===== src/rtl/collision_pkg.sv =====
// Shared types for the collision scan sequencer: car record, scan states and footprint helpers.
package collision_pkg;

   localparam int COORD_W   = 10;
   localparam int CAR_LONG  = 20;
   localparam int CAR_SHORT = 10;

   typedef struct packed {
      logic [COORD_W-1:0] x;
      logic [COORD_W-1:0] y;
      logic               orient;
   } car_t;

   typedef enum logic [1:0] {
      ST_IDLE = 2'd0,
      ST_SCAN = 2'd1,
      ST_DONE = 2'd2
   } scan_state_t;

   // Footprint extents are one bit wider than a coordinate so position + extent cannot wrap.
   function automatic logic [COORD_W:0] foot_w(input logic orient);
      return orient ? (COORD_W+1)'(CAR_SHORT) : (COORD_W+1)'(CAR_LONG);
   endfunction

   function automatic logic [COORD_W:0] foot_h(input logic orient);
      return orient ? (COORD_W+1)'(CAR_LONG) : (COORD_W+1)'(CAR_SHORT);
   endfunction

endpackage


===== src/rtl/car_overlap_check.sv =====
// Combinational half-open rectangle overlap test between two car footprints; touching edges do not hit.
module car_overlap_check
   import collision_pkg::*;
(
   input  car_t i_car_a,
   input  car_t i_car_b,
   output logic o_hit
);

   logic [COORD_W:0] w_ax, w_ay, w_bx, w_by;
   logic [COORD_W:0] w_ax_end, w_ay_end, w_bx_end, w_by_end;

   assign w_ax     = {1'b0, i_car_a.x};
   assign w_ay     = {1'b0, i_car_a.y};
   assign w_bx     = {1'b0, i_car_b.x};
   assign w_by     = {1'b0, i_car_b.y};
   assign w_ax_end = w_ax + foot_w(i_car_a.orient);
   assign w_ay_end = w_ay + foot_h(i_car_a.orient);
   assign w_bx_end = w_bx + foot_w(i_car_b.orient);
   assign w_by_end = w_by + foot_h(i_car_b.orient);

   assign o_hit = (w_ax < w_bx_end) && (w_bx < w_ax_end) &&
                  (w_ay < w_by_end) && (w_by < w_ay_end);

endmodule


===== src/rtl/collision_scan_ctrl.sv =====
// Car position table plus a single shared overlap checker scanned one entry per clock.
// Optional field-boundary rejection is enabled by defining BOUNDS_CHECK_EN.
module collision_scan_ctrl
   import collision_pkg::*;
#(
   parameter  int NUM_CARS = 8,
   parameter  int FIELD_W  = 640,
   parameter  int FIELD_H  = 480,
   localparam int IDX_W    = $clog2(NUM_CARS)
) (
   input  logic               clk,
   input  logic               rst_n,
   input  logic               wr_en,
   input  logic [IDX_W-1:0]   wr_index,
   input  logic [COORD_W-1:0] wr_x,
   input  logic [COORD_W-1:0] wr_y,
   input  logic               wr_orient,
   input  logic               req_valid,
   output logic               req_ready,
   input  logic [IDX_W-1:0]   req_index,
   input  logic [COORD_W-1:0] req_x,
   input  logic [COORD_W-1:0] req_y,
   input  logic               req_orient,
   output logic               rsp_valid,
   output logic               rsp_collision,
   output logic [IDX_W-1:0]   rsp_hit_index,
   output logic               rsp_wall,
   output logic               busy
);

   scan_state_t           r_state;
   logic [IDX_W-1:0]      r_scan_idx;
   logic [IDX_W-1:0]      r_req_index;
   car_t                  r_req;
   car_t                  r_table [NUM_CARS];
   logic [NUM_CARS-1:0]   r_valid;
   logic                  r_collision;
   logic [IDX_W-1:0]      r_hit_index;
   logic                  r_wall;

   logic                  w_overlap;
   logic                  w_hit;
   logic                  w_last;
   logic                  w_wall;
   logic                  w_table_wr;
   logic                  w_commit;

   car_overlap_check u_overlap (
      .i_car_a (r_req),
      .i_car_b (r_table[r_scan_idx]),
      .o_hit   (w_overlap)
   );

   assign w_hit      = w_overlap && r_valid[r_scan_idx] && (r_scan_idx != r_req_index);
   assign w_last     = (r_scan_idx == IDX_W'(NUM_CARS-1));
   assign w_table_wr = (r_state == ST_IDLE) && wr_en;
   assign w_commit   = (r_state == ST_DONE) && !r_collision && !r_wall;

`ifdef BOUNDS_CHECK_EN
   assign w_wall = (({1'b0, r_req.x} + foot_w(r_req.orient)) > (COORD_W+1)'(FIELD_W)) ||
                   (({1'b0, r_req.y} + foot_h(r_req.orient)) > (COORD_W+1)'(FIELD_H));
`else
   assign w_wall = 1'b0;
`endif

   // NOTE: the table array has no reset; only the valid bits define which entries are live.
   always_ff @(posedge clk) begin
      if (w_table_wr)
         r_table[wr_index] <= '{x: wr_x, y: wr_y, orient: wr_orient};
      else if (w_commit)
         r_table[r_req_index] <= r_req;
   end

   always_ff @(posedge clk or negedge rst_n) begin
      if (!rst_n) begin
         r_state     <= ST_IDLE;
         r_scan_idx  <= '0;
         r_req_index <= '0;
         r_req       <= '0;
         r_valid     <= '0;
         r_collision <= 1'b0;
         r_hit_index <= '0;
         r_wall      <= 1'b0;
      end else begin
         if (w_table_wr)
            r_valid[wr_index] <= 1'b1;
         else if (w_commit)
            r_valid[r_req_index] <= 1'b1;

         case (r_state)
            ST_IDLE: begin
               if (req_valid) begin
                  r_req       <= '{x: req_x, y: req_y, orient: req_orient};
                  r_req_index <= req_index;
                  r_scan_idx  <= '0;
                  r_state     <= ST_SCAN;
               end
            end
            ST_SCAN: begin
               // Early exit on the first hit keeps the lowest colliding index.
               if (w_hit || w_last) begin
                  r_collision <= w_hit;
                  r_hit_index <= w_hit ? r_scan_idx : '0;
                  r_wall      <= w_wall;
                  r_state     <= ST_DONE;
               end else begin
                  r_scan_idx <= r_scan_idx + 1'b1;
               end
            end
            ST_DONE: r_state <= ST_IDLE;
            default: r_state <= ST_IDLE;
         endcase
      end
   end

   assign req_ready     = (r_state == ST_IDLE);
   assign busy          = (r_state != ST_IDLE);
   assign rsp_valid     = (r_state == ST_DONE);
   assign rsp_collision = r_collision;
   assign rsp_hit_index = r_hit_index;
   assign rsp_wall      = r_wall;

endmodule


===== config.mk =====
export PLATFORM = sky130hd
export DESIGN_NAME = collision_scan_ctrl
export DESIGN_NICKNAME = d
export VERILOG_FILES = /design/src/rtl/collision_pkg.sv /design/src/rtl/car_overlap_check.sv /design/src/rtl/collision_scan_ctrl.sv
export SDC_FILE = /design/constraint.sdc
export NUM_CORES = 1
export LEC_CHECK = 0
export CAP_MARGIN = 20
export CORE_MARGIN = 8
export CORE_UTILIZATION = 42
export DETAILED_ROUTE_END_ITERATION = 7
export PLACE_DENSITY_LB_ADDON = 0.1
export REMOVE_ABC_BUFFERS = 1
export SKIP_CTS_REPAIR_TIMING = 1
export SLEW_MARGIN = 40
export SYNTH_ARGS = -nofsm -noshare
export SYNTH_HDL_FRONTEND = slang
export SYNTH_SLANG_ARGS = --single-unit

===== constraint.sdc =====
create_clock -name clk -period 10 [get_ports clk]
set_clock_uncertainty 0.15 [all_clocks]
set_input_delay 3 -clock clk [delete_from_list [all_inputs] [get_ports clk]]
set_output_delay 3 -clock clk [all_outputs]
set_load 0.02 [all_outputs]

==> flow_summary.json <==
{
  "period_minus_slack_ps": 5480,
  "first_pass_iters": 4,
  "synth_fa_ha_area_frac": 0.0744,
  "hp-class": "reg -> reg",
  "maxCapViolations": 0,
  "post_drt_via_cell_ratio": 5.41,
  "cp.required_ps": 10230,
  "gp_congestion": 0.829,
  "place.port_buffers": 58,
  "crit_family": "compound AO/OA/AOI/OAI gates",
  "synthTopCellsByArea": "edfxtp_1 50%, dfrtp_1 10%, ha_1 6.7%",
  "htree_levels": 1,
  "ys_ff_latch": 209,
  "hold_violations": 0,
  "synth_top_flop_cell": "edfxtp_1",
  "status": "complete, no violations",
  "fp.coreArea_sq_um": 24000,
  "cts_tree": "done",
  "irDropWorstVdd_v": 0.000147,
  "postSynth.asyncResetShare": 0.196,
  "drt_iter0_drc": 326,
  "finalSetupViolCount": 0,
  "die_area_sq_um": 29400,
  "synth_area_sq_um": 10200,
  "relSlewSlack": 0.458,
  "final_antenna_net_count": 0,
  "fin_setup_tns_ps": 0,
  "synthCells": 675,
  "p_leak_nw": 4.41,
  "grt_antenna_before_repair": 0,
  "ys_warn_count": 0,
  "start_kind": "register",
  "maxUsedRoutingLayer": "met4",
  "synth_seq_area_share": 0.598,
  "io_pins": 60,
  "yosysUniqueCellTypes": 56,
  "cts.sinks": 209,
  "rows": 57,
  "cts.clk_slew.worst_paths_ps": 60,
  "start_util": 0.423,
  "synth_compound_area_frac": 0.0540,
  "power_density_nw_per_um2": 335,
  "fmax_mhz": 183,
  "die_h_um": 171,
  "routed-wl-met2_mm": 11.9,
  "yosysTopAreaCellShare": 0.497,
  "cts_buffer_depth": 3,
  "worst_slew_pin_slew_ps": 813,
  "clock_latency_ps": 500,
  "slew_viol_final": 0,
  "yosys.area.top_type": "edfxtp_1",
  "placed_cell_area_sq_um": 11200,
  "drc": 0,
  "finalNetCount": 860,
  "timing.final.crit_share": 0.548,
  "drive_gt1_frac": 0.173,
  "synth-simple-area-share": 0.0724,
  "arrival_ps": 5710,
  "clockRootBuffer": "clkbuf_16",
  "track_usage": 0.168,
  "grt_pass1_wl_mm": 36.7,
  "grt_pass1_vias": 6210,
  "path_cells": "buf_4, mux4_2, mux2_2, ha_1, fa_1, a21o_1, a21oi_1, nor2_1, xnor2_1, ha_1, o21ai_0, nand2b_1, a21oi_1, a21o_1, o31a_1, a311oi_4, mux2i_1",
  "drt-total-wl_mm": 24.4,
  "reg2reg_slack_ps": 4520,
  "synth_xor_area_frac": 0.0259,
  "endpoint_kind": "register",
  "overflow": 0,
  "num_vias": 5898,
  "n_antenna_cell": 0,
  "grt_max_degree": 48,
  "final_area_sq_um": 11900,
  "worst-path-buf-inv": 1,
  "met3WireLength_mm": 1.36,
  "dpl.hpwl_mm": 16.4,
  "slowest_stage": "buf_4",
  "cts-buffers-inserted": 23,
  "rsz0062_at_grt": "false",
  "avgSynthCellArea_sq_um": 15.0,
  "die_w_um": 171,
  "worst-path-max-fanout": 36,
  "synth-edff-count": 168,
  "wl_met1_mm": 10.5,
  "synth_top_family_by_area": "multiplexers",
  "wl_per_cell_um": 22.3,
  "critPathMaxStageDelay_ps": 590,
  "area_growth_pct": 17.4,
  "synthMuxAreaShare": 0.152,
  "critPathKind": "reg -> reg"
}
==> cell families (layout without fill, tap and decap cells) <==
family                   count (synthesis)  in the layout
AO/OA/AOI/OAI                           80             80
XOR/XNOR                                30             30
adder cells (fa/ha/maj)                 58             58
buffers and inverters                   48            140
flip-flops                             209            209
multiplexers                            89             89
other                                    1              1
AND/OR/NAND/NOR                        160            160
==> cell usage after synthesis, types with 4 or more instances <==
library cell	instances
buf_1	4
nor2_1	25
inv_1	24
o21ai_0	15
a21oi_1	18
edfxtp_1	168
dfrtp_1	41
or2_2	8
mux2_2	34
clkbuf_1	8
nand3_1	5
nor3_1	6
o211ai_1	8
fa_1	4
ha_1	54
xor2_1	11
nor2b_1	6
nand2_1	82
a31oi_1	7
nand4_1	6
buf_2	8
a21o_1	12
and2_1	4
mux4_2	28
nand2b_1	7
mux2i_1	11
mux4_1	16
xnor2_1	19
==> flip-flops by register name, indices dropped and copies added, names as in the netlist <==
register       flops
rsp_hit_index      3
r_scan_idx         3
r_table          168
r_req_index        3
r_valid            8
r_req             21
r_state            2
rsp_collision      1
==> layout make-up <==
type / count / area, sq um
clock inverters: 6 / 109
well taps: 324 / 405
flip-flops and latches: 209 / 6070
repair buffers: 74 / 716
fillers: 2079 / 12100
inverters: 24 / 90.1
clock buffers: 36 / 654
multi-input cells: 418 / 3880
==> power breakdown <==
part | leakage, nW | switching, mW | internal [mW] | total [mW]
combinational | 2.04 | 1.08 | 0.883 | 1.96
sequential | 2.00 | 0.130 | 1.06 | 1.19
clock | 0.372 | 0.322 | 0.526 | 0.849
total | 4.41 | 1.53 | 2.47 | 4.00
==> metal layers <==
metal  track usage  vias to the layer above
met2         0.288                      159
met5             0                        -
met3        0.0298                       40
met1         0.215                     2962
met4        0.0510                        0
li1              -                     2737
==> layout by cell type (no fill, tap or decap), types with 3 or more instances in the layout <==
cell	count
a21o_1	12
a21oi_1	18
a31oi_1	7
and2_1	4
buf_4	15
bufinv_16	3
clkbuf_1	10
clkbuf_16	23
clkbuf_8	3
clkdlybuf4s50_1	57
dfrtp_1	39
edfxtp_1	168
fa_1	4
ha_1	54
inv_1	24
mux2_2	34
mux2i_1	11
mux4_1	16
mux4_2	28
nand2_1	82
nand2b_1	7
nand3_1	5
nand4_1	6
nor2_1	17
nor2_2	8
nor2b_1	5
nor3_1	6
nor3b_1	3
o211ai_1	8
o21a_1	3
o21ai_0	15
or2_2	8
xnor2_1	19
xor2_1	11
==> worst paths after layout <==
| kind | start | end | cells after the start |
|---|---|---|---|
| min in group asynchronous | rst_n | r_req[19] | 2 |
| max reg2reg | r_scan_idx[0] | r_scan_idx[0] | 17 |
| max in group asynchronous | rst_n | r_scan_idx[0] | 2 |
| min reg2reg | r_valid[6] | r_valid[6] | 1 |
| max | r_scan_idx[0] | r_scan_idx[0] | 17 |
| min | r_valid[6] | r_valid[6] | 1 |
==> metrics by stage <==
step	setup WS, ps	power (mW)	cells	util	hold WS (ps)
after global routing	4280	4.31	1091	0.496	327
after detailed placement	4570	3.17	1049	0.464	303
after global placement	4580	3.14	1048	0.463	296
final	4520	4.00	1091	0.496	316
after CTS	4520	4.04	1091	0.496	317
after floorplan	4220	2.60	651	-	284
Power figures use the tool's default switching activity.
